## src/rtl/biu_prefetch_seq_if.sv

```systemverilog
// biu_prefetch_seq_if
//   Bundles the multiplexed bus, prefetch-queue and flush signals of the
//   fetch sequencer.
//   master : the sequencer side (drives bus strobes, queue write, fetch_ip)
//   slave  : the environment side (execution unit, queue, memory)
//   Optional macro READY_TIMEOUT_EN adds the bus_err signal.
interface biu_prefetch_seq_if #(
  parameter int ADDR_W = 20
);
  logic              flush;
  logic [ADDR_W-1:0] flush_addr;
  logic [2:0]        q_free;
  logic              ready;
  logic [15:0]       ad_in;
  logic [15:0]       ad_out;
  logic              ad_oe;
  logic [ADDR_W-17:0] addr_hi;
  logic              ale;
  logic              rd_n;
  logic              q_wr;
  logic [15:0]       q_data;
  logic [1:0]        q_bytes;
  logic [ADDR_W-1:0] fetch_ip;
  logic              busy;
`ifdef READY_TIMEOUT_EN
  logic              bus_err;
`endif

  modport master (
    input  flush, flush_addr, q_free, ready, ad_in,
    output ad_out, ad_oe, addr_hi, ale, rd_n, q_wr, q_data, q_bytes,
           fetch_ip, busy
`ifdef READY_TIMEOUT_EN
    , output bus_err
`endif
  );

  modport slave (
    output flush, flush_addr, q_free, ready, ad_in,
    input  ad_out, ad_oe, addr_hi, ale, rd_n, q_wr, q_data, q_bytes,
           fetch_ip, busy
`ifdef READY_TIMEOUT_EN
    , input bus_err
`endif
  );
endinterface

```

## src/rtl/biu_prefetch_seq.sv

```systemverilog
// biu_prefetch_seq
//   Bus-interface fetch sequencer feeding the 6-byte prefetch queue. Runs
//   T1..T4 read cycles on the multiplexed bus, pushes code bytes/words into
//   the queue and tracks the prefetch instruction pointer. A flush reloads
//   the pointer and throws away data of the cycle in flight.
//
//   Ports:
//     i_clk   : system clock, rising edge
//     i_rst_n : asynchronous active-low reset
//     bus     : biu_prefetch_seq_if.master (flush, queue, bus and status)
//
//   Optional macro READY_TIMEOUT_EN: limits wait states to MAX_WAIT and
//   reports an abandoned cycle on bus_err.
//
//   state | meaning
//   ------+-----------------------------------------------
//   IDLE  | no bus cycle; waits for queue room and no flush
//   T1    | address phase, ale high, address driven on ad_out
//   T2    | bus turnaround, rd_n asserted
//   T3    | data phase, ready sampled
//   TW    | wait state, ready sampled each cycle
//   T4    | end of cycle, queue write (unless discarded)
module biu_prefetch_seq #(
  parameter int                ADDR_W     = 20,
  parameter logic [ADDR_W-1:0] RESET_ADDR = 20'hFFFF0,
  parameter int                MAX_WAIT   = 15
) (
  input  logic                i_clk,
  input  logic                i_rst_n,
  biu_prefetch_seq_if.master  bus
);

  // The wait counter is 4 bits wide, so the limit must fit in it.
  if (MAX_WAIT < 1 || MAX_WAIT > 15) begin : g_bad_max_wait
    $error("MAX_WAIT must be in 1..15");
  end

  typedef enum logic [2:0] {
    S_IDLE = 3'd0,
    S_T1   = 3'd1,
    S_T2   = 3'd2,
    S_T3   = 3'd3,
    S_TW   = 3'd4,
    S_T4   = 3'd5
  } state_t;

  state_t            r_state;
  logic [ADDR_W-1:0] r_fetch_ip;
  logic              r_discard;
  logic [15:0]       r_data;
  logic              r_ale;
  logic              r_rd_n;
  logic              r_ad_oe;
  logic [15:0]       r_ad_out;
  logic [ADDR_W-17:0] r_addr_hi;
  logic              r_busy;

  state_t            w_state_nxt;
  logic [2:0]        w_need;
  logic [ADDR_W-1:0] w_ip_step;
  logic [ADDR_W-1:0] w_ip_nxt;
  logic              w_q_wr;
  logic              w_capture;

`ifdef READY_TIMEOUT_EN
  logic [3:0]        r_wait_cnt;
  logic              r_bus_err;
  logic              w_timeout;
`endif

  // An odd pointer can only fetch the upper byte of its aligned word.
  assign w_need    = r_fetch_ip[0] ? 3'd1 : 3'd2;
  assign w_ip_step = {{(ADDR_W-3){1'b0}}, w_need};

`ifdef READY_TIMEOUT_EN
  // A timed-out cycle reaches T4 but its data is never valid.
  assign w_q_wr = (r_state == S_T4) && !r_discard && !bus.flush && !r_bus_err;
`else
  assign w_q_wr = (r_state == S_T4) && !r_discard && !bus.flush;
`endif

  assign w_capture = ((r_state == S_T3) || (r_state == S_TW)) && bus.ready;

  // Flush wins over the post-write increment; the add wraps at 2^ADDR_W.
  always_comb begin
    w_ip_nxt = r_fetch_ip;
    if (bus.flush) begin
      w_ip_nxt = bus.flush_addr;
    end else if (w_q_wr) begin
      w_ip_nxt = r_fetch_ip + w_ip_step;
    end
  end

  always_comb begin
    w_state_nxt = r_state;
`ifdef READY_TIMEOUT_EN
    w_timeout   = 1'b0;
`endif
    case (r_state)
      S_IDLE: begin
        if (!bus.flush && (bus.q_free >= w_need)) begin
          w_state_nxt = S_T1;
        end
      end
      S_T1: w_state_nxt = S_T2;
      S_T2: w_state_nxt = S_T3;
      S_T3: w_state_nxt = bus.ready ? S_T4 : S_TW;
      S_TW: begin
        if (bus.ready) begin
          w_state_nxt = S_T4;
        end
`ifdef READY_TIMEOUT_EN
        else if (r_wait_cnt == 4'(MAX_WAIT - 1)) begin
          w_state_nxt = S_T4;
          w_timeout   = 1'b1;
        end
`endif
      end
      S_T4: begin
        // Room check uses the queue level before this write lands.
        if (!bus.flush && (bus.q_free >= (w_need + 3'd2))) begin
          w_state_nxt = S_T1;
        end else begin
          w_state_nxt = S_IDLE;
        end
      end
      default: w_state_nxt = S_IDLE;
    endcase
  end

  // Bus strobes are registered from the next state so they are glitch-free
  // and line up with the state they belong to.
  always_ff @(posedge i_clk or negedge i_rst_n) begin
    if (!i_rst_n) begin
      r_state    <= S_IDLE;
      r_fetch_ip <= RESET_ADDR;
      r_discard  <= 1'b0;
      r_data     <= 16'h0000;
      r_ale      <= 1'b0;
      r_rd_n     <= 1'b1;
      r_ad_oe    <= 1'b0;
      r_ad_out   <= 16'h0000;
      r_addr_hi  <= '0;
      r_busy     <= 1'b0;
    end else begin
      r_state    <= w_state_nxt;
      r_fetch_ip <= w_ip_nxt;

      if (r_state == S_T4) begin
        r_discard <= 1'b0;
      end else if (bus.flush && (r_state != S_IDLE)) begin
        r_discard <= 1'b1;
      end

      if (w_capture) begin
        r_data <= bus.ad_in;
      end

      r_ale   <= (w_state_nxt == S_T1);
      r_ad_oe <= (w_state_nxt == S_T1);
      r_rd_n  <= !((w_state_nxt == S_T2) || (w_state_nxt == S_T3) ||
                   (w_state_nxt == S_TW));
      r_busy  <= (w_state_nxt != S_IDLE);

      if (w_state_nxt == S_T1) begin
        r_ad_out  <= {w_ip_nxt[15:1], 1'b0};
        r_addr_hi <= w_ip_nxt[ADDR_W-1:16];
      end else begin
        r_ad_out  <= 16'h0000;
        r_addr_hi <= '0;
      end
    end
  end

`ifdef READY_TIMEOUT_EN
  always_ff @(posedge i_clk or negedge i_rst_n) begin
    if (!i_rst_n) begin
      r_wait_cnt <= 4'd0;
      r_bus_err  <= 1'b0;
    end else begin
      if (w_state_nxt == S_T1) begin
        r_wait_cnt <= 4'd0;
      end else if (r_state == S_TW) begin
        r_wait_cnt <= r_wait_cnt + 4'd1;
      end
      r_bus_err <= w_timeout;
    end
  end

  assign bus.bus_err = r_bus_err;
`endif

  assign bus.q_wr     = w_q_wr;
  assign bus.q_bytes  = (r_state == S_T4) ? (r_fetch_ip[0] ? 2'd1 : 2'd2) : 2'd0;
  assign bus.q_data   = (r_state != S_T4) ? 16'h0000 :
                        r_fetch_ip[0]     ? {8'h00, r_data[15:8]} : r_data;
  assign bus.ad_out   = r_ad_out;
  assign bus.ad_oe    = r_ad_oe;
  assign bus.addr_hi  = r_addr_hi;
  assign bus.ale      = r_ale;
  assign bus.rd_n     = r_rd_n;
  assign bus.fetch_ip = r_fetch_ip;
  assign bus.busy     = r_busy;

endmodule

```

## src/flat_wrapper.sv

```systemverilog
// flat-port wrapper written by rule: the top's interface ports become plain ports
module biu_prefetch_seq_flat 
#(
  parameter int                ADDR_W     = 20,
  parameter logic [ADDR_W-1:0] RESET_ADDR = 20'hFFFF0,
  parameter int                MAX_WAIT   = 15
)
  (i_clk, i_rst_n, bus_flush, bus_flush_addr, bus_q_free, bus_ready, bus_ad_in, bus_ad_out, bus_ad_oe, bus_addr_hi, bus_ale, bus_rd_n, bus_q_wr, bus_q_data, bus_q_bytes, bus_fetch_ip, bus_busy);
  biu_prefetch_seq_if #(.ADDR_W(ADDR_W)) bus_i ();
  input  logic i_clk;
  input  logic i_rst_n;
  input wire logic [$bits(bus_i.flush)-1:0] bus_flush;
  input wire logic [$bits(bus_i.flush_addr)-1:0] bus_flush_addr;
  input wire logic [$bits(bus_i.q_free)-1:0] bus_q_free;
  input wire logic [$bits(bus_i.ready)-1:0] bus_ready;
  input wire logic [$bits(bus_i.ad_in)-1:0] bus_ad_in;
  output wire logic [$bits(bus_i.ad_out)-1:0] bus_ad_out;
  output wire logic [$bits(bus_i.ad_oe)-1:0] bus_ad_oe;
  output wire logic [$bits(bus_i.addr_hi)-1:0] bus_addr_hi;
  output wire logic [$bits(bus_i.ale)-1:0] bus_ale;
  output wire logic [$bits(bus_i.rd_n)-1:0] bus_rd_n;
  output wire logic [$bits(bus_i.q_wr)-1:0] bus_q_wr;
  output wire logic [$bits(bus_i.q_data)-1:0] bus_q_data;
  output wire logic [$bits(bus_i.q_bytes)-1:0] bus_q_bytes;
  output wire logic [$bits(bus_i.fetch_ip)-1:0] bus_fetch_ip;
  output wire logic [$bits(bus_i.busy)-1:0] bus_busy;
  assign bus_i.flush = bus_flush;
  assign bus_i.flush_addr = bus_flush_addr;
  assign bus_i.q_free = bus_q_free;
  assign bus_i.ready = bus_ready;
  assign bus_i.ad_in = bus_ad_in;
  assign bus_ad_out = bus_i.ad_out;
  assign bus_ad_oe = bus_i.ad_oe;
  assign bus_addr_hi = bus_i.addr_hi;
  assign bus_ale = bus_i.ale;
  assign bus_rd_n = bus_i.rd_n;
  assign bus_q_wr = bus_i.q_wr;
  assign bus_q_data = bus_i.q_data;
  assign bus_q_bytes = bus_i.q_bytes;
  assign bus_fetch_ip = bus_i.fetch_ip;
  assign bus_busy = bus_i.busy;
  biu_prefetch_seq #(.ADDR_W(ADDR_W), .RESET_ADDR(RESET_ADDR), .MAX_WAIT(MAX_WAIT)) u_core (.i_clk(i_clk), .i_rst_n(i_rst_n), .bus(bus_i));
endmodule
```

## config.mk

```make
export PLATFORM = sky130hd
export DESIGN_NAME = biu_prefetch_seq_flat
export DESIGN_NICKNAME = d
export VERILOG_FILES = /design/src/rtl/biu_prefetch_seq_if.sv /design/src/rtl/biu_prefetch_seq.sv /design/src/flat_wrapper.sv
export SDC_FILE = /design/constraint.sdc
export NUM_CORES = 1
export LEC_CHECK = 0
export BUFFER_PORTS_ARGS = -buffer_cell sky130_fd_sc_hd__buf_2
export CORE_MARGIN = 2
export CORE_UTILIZATION = 28
export CTS_BUF_LIST = sky130_fd_sc_hd__clkbuf_8
export CTS_CLUSTER_DIAMETER = 50
export DETAILED_ROUTE_END_ITERATION = 12
export HOLD_SLACK_MARGIN = 0.1
export PLACE_DENSITY_LB_ADDON = 0.05
export REMOVE_ABC_BUFFERS = 1
export SLEW_MARGIN = 30
export SYNTH_ARGS = -nofsm -noshare
export SYNTH_HDL_FRONTEND = slang
export SYNTH_SLANG_ARGS = --single-unit
```

## constraint.sdc

```tcl
create_clock -name i_clk -period 4.37 [get_ports i_clk]
set_input_delay 0.874 -clock i_clk [delete_from_list [all_inputs] [get_ports i_clk]]
set_output_delay 0.874 -clock i_clk [all_outputs]
set_load 0.1 [all_outputs]
```

* Word-level counts from Yosys, hierarchy flattened
Index checks and enable logic that the tools add are counted.
** Word-level totals
- Flip-flop bits (word level) :: 63
- Input bits :: 43
** Operators by class
- Add/subtract/negate cells :: 2
- $lt $le $gt $ge :: 2
- Equality and inequality tests :: 10
- Multiplexer cells :: 16
- Reduce and logical (&&, ||, !) cells :: 17
** Operators with widths (count)
- $mux 16 :: 3
- $mux 20 :: 2
- $add 20x3->20 :: 1
- $pmux 3 s6 :: 1
- $eq 3x2->1 const B :: 4
- $eq 3x3->1 const B :: 3
- $eq 3x1->1 const B :: 2
- $ge 3x3->1 :: 2
- $logic_and 1x1->1 :: 6
- $mux 2 :: 3
- $mux 3 :: 2
- $reduce_bool 3->1 :: 2
- $mux 1 :: 4
- $mux 4 :: 1
- $reduce_bool 2->1 :: 2
- $add 3x2->3 const B :: 1
- $logic_not 1->1 :: 3
- $logic_not 3->1 :: 1
- $logic_or 1x1->1 :: 3
- $ne 3x3->1 const B :: 1

* Logic depth before layout (Yosys ltp)
Gate-level depths: netlist of the first run.
- Depth after elaboration :: 10
- Depth in mapped cells :: 10
- Gate-level depth less buffers :: 7

* Least setup slack after synthesis of the first run
Ideal clock, no wire load.
- Kind :: flip-flop to output port
- Start point :: register u_core.r_fetch_ip[0], in the netlist u_core.bus.fetch_ip[0]
- End point :: output port bus_q_data[10]
- Data arrival time :: 3590 ps
- Required time :: 3496 ps
- Setup slack :: -94 ps
- Cell stages (with the launch flop) :: 4
- Cell sequence :: dfrtp_1 -> buf_1 -> nor2_1 -> and2_1
** Between the ends
- Word-level cells in the longest chain between the ends :: 2
** Ends and longest elaborated chain
- start: declaration :: RTL line biu_prefetch_seq.sv:48 : logic [ADDR_W-1:0] r_fetch_ip;
- start signal: assignment :: RTL line biu_prefetch_seq.sv:147 : r_fetch_ip <= w_ip_nxt;
- $mux 16 :: RTL line biu_prefetch_seq.sv:196 : r_fetch_ip[0] ? {8'h00, r_data[15:8]} : r_data;
- $mux 16 :: RTL line biu_prefetch_seq.sv:195 : assign bus.q_data = (r_state != S_T4) ? 16'h0000 :
- end: declaration :: RTL line flat_wrapper.sv:23 : output wire logic [$bits(bus_i.q_data)-1:0] bus_q_data;
No other way between the ends.

* Final worst setup path of the first run
- Start point :: register u_core.r_state[1]
- End point :: output port bus_q_data[11]
** Between the ends
- Word-level cells in the longest chain between the ends :: 2
** Ends and longest elaborated chain
- start: declaration :: RTL line biu_prefetch_seq.sv:47 : state_t r_state;
- start signal: assignment :: RTL line biu_prefetch_seq.sv:146 : r_state <= w_state_nxt;
- $ne 3x3->1 :: RTL line biu_prefetch_seq.sv:195
- $mux 16 :: RTL line biu_prefetch_seq.sv:195
No other way between the ends.

==> impl_metrics.tcl, run 1 <==
set metrics [dict create \
    period_minus_slack_ns 3.32 \
    drt_iter0_markers 80 \
    powerDensity_nw_per_um2 628 \
    cp.arrival_ns 2.44 \
    clk_latency_ns 0.34 \
    cp_max_fo 16 \
    startpoint_type "flip-flop" \
    crit_buf_inv 2 \
    post_cts_resized 0 \
    grt_max_degree 42 \
    drc_errors 0 \
    hold_slack_ns 0.509 \
    overflow 0 \
    cp_num_cells 5 \
    antenna_found_initial 0 \
    clock_skew_ns 0.00986 \
    hold_violations 0 \
    ys_seq_area_share_pct 52.8 \
    yosys-top-cells-area "dfrtp_1 (38%), dfstp_2 (15%), mux2_2 (7.9%)" \
    synthesis.area_um2 2980 \
    required_ns 3.50 \
    cts_buffers 9 \
    fp.dieW_um 107 \
    final_max_slew_viol_count 0 \
    ant_nets 0 \
    synth-seq-cells 62 \
    finalSetupTns_ns 0 \
    total_power_mw 2.40 \
    postCtsSetupBuffers 0 \
    synthCells 282 \
    cts.clk_slew.worst_paths_ns 0.07 \
    cpMaxStageDelayCell "dfrtp_1" \
    portBuffers 104 \
    async_flop_share_pct 100 \
    relSlewSlack_pct 49.1 \
    num_io_pins 106 \
    drt-total-wl_um 7840 \
    layout_commonest_cell "buf_2" \
    layout_common_cells "buf_2 (104), dfrtp_1 (45), nor2_1 (30)" \
    die_area_um2 11500 \
    grt_usage_pct 14.7 \
    min_path_type "flip-flop to flip-flop" \
    hpwl_um 5480 \
    tightest_slew_ns 0.761 \
    synthToLayoutAreaGrowth_pct 28.1 \
    cts_buffer_depth 2 \
    h-tree-depth 3 \
    grt_pass1_vias 2391 \
    netlist.area_leader.share_pct 37.8 \
    fillCellCount 1077 \
    gp_congestion 0.693 \
    clock_sinks 62 \
    routedWlPerCell_um 14.9 \
    utilization_pct 37.0 \
    dpl_cell_area_um2 3630 \
    instances_no_fill 527 \
    cts_tree "done" \
    fp.dieH_um 107 \
    synth_warnings 0 \
    drt-vias-per-instance 4.55 \
    hold_depth 1 \
    cp-end-kind "output port" \
    place_ws_ns 1.36 \
    yosysTopAreaCell "dfrtp_1" \
    num_vias 2396 \
    layout.nets 435 \
    final_area_um2 3820 \
    clock-root-buffer "clkbuf_8" \
    period_share_pct 75.9 \
    crit_path_cell_trace "nand3b_1 > buf_4 > nor2_1 > and2_1 > buf_2" \
    rr_worst_depth 8 \
    rsz0062_at_grt "false" \
    core-area_um2 10300 \
    drv_cap 0 \
    run_status "complete, no violations" \
    synthFlopType "dfrtp_1" \
    initial_core_util_pct 28.9 \
    setup.worst_path.class "flip-flop to output port" \
    grt_pass1_wl_um 12800 \
    synth_edf_count 0 \
    ir_drop_mv 0.249 \
    synthDistinctLibCells 41 \
    antennaDiodeCount 0 \
    placed_cells 511 \
    first_pass_iters 4 \
    synth_area_per_cell_um2 10.6 \
    max_stage_delay_ns 0.57 \
    setup_slack_ns 1.05 \
    fmax_mhz 301 \
    ctsHoldBuffers 0 \
    cellLeakagePower_nw 1.85 \
    final_layout_size_suffix_gt1_share_pct 42.5 \
    crit_family "simple AND/OR/NAND/NOR gates" \
    fp-row-count 37 \
    setup_viol 0 \
]
## metal layers
layer,vias to the layer above,GRT usage (%),wire [um]
met5,-,0,0
met4,0,4.17,93
met3,8,6.02,590
met2,86,21.6,3450
met1,1131,19.7,3710
li1,1171,-,-
## report_power, final
part           switching, mW  total (mW)  internal [mW]
registers              0.132       0.873          0.741
logic                  0.791        1.04          0.251
clock network          0.234       0.482          0.249
## cell type report
class                           count  area [um^2]  share of cell area (%)
Multi-Input combinational cell    194         1300                    34.0
Inverter                           11         41.3                    1.08
Sequential cell                    62         1570                    41.2
Tap cell                          136          170                    4.46
Clock buffer                       12          165                    4.33
Clock inverter                      4         21.3                   0.557
Timing Repair Buffer              108          551                    14.4
## registers in the layout (all words and copies together) (netlist names)
name and cells:
u_core.bus.busy 1, u_core.bus.ale 1, u_core.bus.fetch_ip 20, u_core.bus.rd_n 1, u_core.bus.ad_out 15, u_core.r_data 16
u_core.r_state 3, u_core.bus.addr_hi 4, u_core.r_discard 1
## worst paths after layout
| check | start | to | slack, ns |
|---|---|---|---|
| worst min register to register | u_core.r_data[4] | u_core.r_data[4] | 0.51 |
| min in group asynchronous | i_rst_n | u_core.bus.ale | 0.58 |
| worst min-delay path | u_core.r_data[4] | u_core.r_data[4] | 0.51 |
| worst max register to register | u_core.bus.fetch_ip[0] | u_core.r_state[0] | 1.76 |
| max in group asynchronous | i_rst_n | u_core.bus.fetch_ip[19] | 2.84 |
| worst max-delay path | u_core.r_state[1] | bus_q_data[11] | 1.05 |
## worst reg2reg max path, cell delays in order (launching register included)
cell and delay (ns):
dfrtp_1 0.32, buf_4 0.25, inv_1 0.15, ha_1 0.32, nand2_1 0.07, o21ai_0 0.07
a22oi_1 0.50, or3_1 0.64, nand3_1 0.13
## Yosys cell counts (2+ instances only)
| master | instances |
|---|---|
| dfrtp_1 | 45 |
| o21ai_1 | 2 |
| o21ai_0 | 13 |
| buf_4 | 2 |
| dfstp_2 | 17 |
| buf_2 | 5 |
| nor4_1 | 7 |
| nand3_1 | 3 |
| nand4_1 | 6 |
| and2_1 | 10 |
| o31ai_1 | 4 |
| a31o_2 | 2 |
| nand2_1 | 26 |
| inv_1 | 10 |
| nor3_1 | 6 |
| ha_1 | 6 |
| a21oi_1 | 13 |
| and3_1 | 2 |
| xor2_1 | 2 |
| nor2_1 | 30 |
| nor2b_1 | 5 |
| mux2_2 | 21 |
| mux2i_1 | 8 |
| clkbuf_1 | 7 |
| xnor2_1 | 13 |
| nand3b_1 | 2 |
## kinds of logic (layout without fill, tap and decap cells)
| kind of cell | after synthesis | count (layout) | share of synthesized area [%] |
|---|---|---|---|
| AOI/OAI and AO/OA | 39 | 39 | 7.72 |
| and+or+nand+nor | 104 | 104 | 18.1 |
| DFF | 62 | 62 | 52.8 |
| other | 1 | 1 | 0.126 |
| xor gates and xnor gates | 15 | 15 | 4.41 |
| muxes | 29 | 29 | 10.6 |
| buffers and inverters | 26 | 135 | 3.74 |
| adders and majority gates | 6 | 6 | 2.52 |
No activity file was read; power rests on OpenSTA's default activity.
==> run 2, diff against run 1 <==
==> constraint.sdc (replaced) <==
create_clock -name i_clk -period 2.74 [get_ports i_clk]
set_input_delay 0.548 -clock i_clk [delete_from_list [all_inputs] [get_ports i_clk]]
set_output_delay 0.548 -clock i_clk [all_outputs]
set_load 0.1 [all_outputs]
==> run 2 against run 1 <==
Compared with the run above:
- clock skew down 0.0015 ns
- die area unchanged
- final cell count up 1.3%
- utilization up 2.4 points
- combinational power up 72%
- count of clock-buffer cells in the layout down 2
- sequential share of layout area down 2.5 points
- register-to-register slack worse by 1.3 ns
- cell area up 6.4%
- critical path depth unchanged
- first-iteration DRC count down 34%
- largest power group unchanged
==> impl_metrics.tcl, run 2 (synthesis gave the netlist of run 1 again) <==
set metrics [dict create \
    fp-row-count 37 \
    ant_nets 0 \
    setup_viol 0 \
    run_status "complete, no violations" \
    antennaDiodeCount 0 \
    clk_latency_ns 0.34 \
    first_pass_iters 4 \
    setup.worst_path.class "flip-flop to output port" \
    cellLeakagePower_nw 1.92 \
    p_switching_mw 1.88 \
    seqPwrFrac_pct 32.9 \
    fp.dieH_um 107 \
    fp.dieW_um 107 \
    clock_skew_ns 0.00840 \
    crit_path_start "u_core.r_state[2]" \
    num_io_pins 106 \
    relSlewSlack_pct 64.5 \
    cp-end-kind "output port" \
    core-area_um2 10300 \
    gp_congestion 0.716 \
    startpoint_type "flip-flop" \
    overflow 0 \
    final_layout_size_suffix_gt1_share_pct 43.7 \
    drt_iter0_markers 53 \
    clkPwrFrac_pct 23.0 \
    ir_drop_mv 0.396 \
    num_vias 2401 \
    grt_max_degree 63 \
    clock_sinks 62 \
    grt_pass1_wl_um 12600 \
    cts_buffers 9 \
    hold_violations 0 \
    place_ws_ns 0.505 \
    drt-total-wl_um 7800 \
    layout.nets 442 \
    period_minus_slack_ns 2.47 \
    drv_cap 0 \
    die_area_um2 11500 \
    swShare_pct 46.1 \
    routedWlPerCell_um 14.6 \
    min_path_type "primary input to async pin" \
    cts.clk_slew.worst_paths_ns 0.08 \
    synthToLayoutAreaGrowth_pct 36.3 \
    layout_common_cells "buf_2 (95), dfrtp_1 (45), nor2_1 (30)" \
    antenna_found_initial 1 \
    final_max_slew_viol_count 0 \
    period_share_pct 90.0 \
    portBuffers 104 \
    rr_worst_depth 7 \
    largest_reg_flops 20 \
    cp.arrival_ns 1.92 \
    clock-root-buffer "clkbuf_8" \
    h-tree-depth 3 \
    initial_core_util_pct 28.9 \
    cp_max_fo 11 \
    layout_commonest_cell "buf_2" \
    post_cts_resized 0 \
    fmax_mhz 405 \
    cts_tree "done" \
    tightest_slew_ns 0.527 \
    postCtsSetupBuffers 0 \
    required_ns 2.19 \
    p_int_mw 2.19 \
    finalSetupTns_ns 0 \
    setup_slack_ns 0.273 \
    pwr-share-comb_pct 44.1 \
    hold_slack_ns 0.211 \
    hpwl_um 5540 \
    drt-vias-per-instance 4.50 \
    grt_pass1_vias 2435 \
    drc_errors 0 \
    grt_usage_pct 14.4 \
    timing.rr.start "u_core.bus.fetch_ip[0]" \
    fillCellCount 1080 \
    ctsHoldBuffers 0 \
    rsz0062_at_grt "false" \
    cts_buffer_depth 2 \
    powerDensity_nw_per_um2 1000 \
]
[run 2: critical path, stage by stage, from the launching register on]
cell and delay, ns:
dfrtp_1 0.58, nand3b_1 0.18, nor2_1 0.23, buf_4 0.21, and2_1 0.19, buf_12 0.18
[run 2: worst paths after layout]
check                                     endpoint  slack, ns
min in group i_clk         u_core.bus.fetch_ip[12]       0.40
max in group asynchronous  u_core.bus.fetch_ip[16]       2.21
hold / removal                      u_core.bus.ale       0.21
setup reg to reg              u_core.bus.ad_out[7]       0.51
setup / recovery                     bus_q_data[8]       0.27
hold reg to reg                   u_core.r_data[2]       0.51
[run 2: power by group through the flow]
| stage | registers, mW | clock network, mW | logic (mW) |
|---|---|---|---|
| global route | 1.37 | 1.01 | 1.91 |
| finish | 1.34 | 0.934 | 1.79 |
| floorplan | 2.13 | 0 | 0.614 |
| global placement | 1.36 | 0 | 1.80 |
| detailed placement | 1.36 | 0 | 1.81 |
| CTS | 1.34 | 0.964 | 1.81 |
[run 2: through the flow]
step	cell area (um^2)	cells	util [%]	power, mW
final	4060	534	39.4	4.07
after floorplan	2910	267	-	2.74
after detailed placement	3830	518	37.1	3.17
after CTS	4060	534	39.4	4.12
after global routing	4060	534	39.4	4.29
after global placement	3830	518	37.1	3.16
[run 2: per-layer routing]
metal,vias to the layer above,wire [um],share of wire (%),GRT usage (%)
met2,78,3530,45,22.1
met3,7,610,7.8,6.20
met4,2,66,0.85,3.62
met5,-,11,0.14,0
li1,1186,-,-,-
met1,1128,3590,46,18.6
[run 2: layout make-up]
class	instances	area, um^2	share of cell area [%]
Timing Repair Buffer	115	751	18.5
Clock buffer	10	138	3.39
Tap cell	136	170	4.19
Sequential cell	62	1570	38.7
Clock inverter	6	93.8	2.31
Multi-Input combinational cell	194	1300	31.9
Inverter	11	41.3	1.02
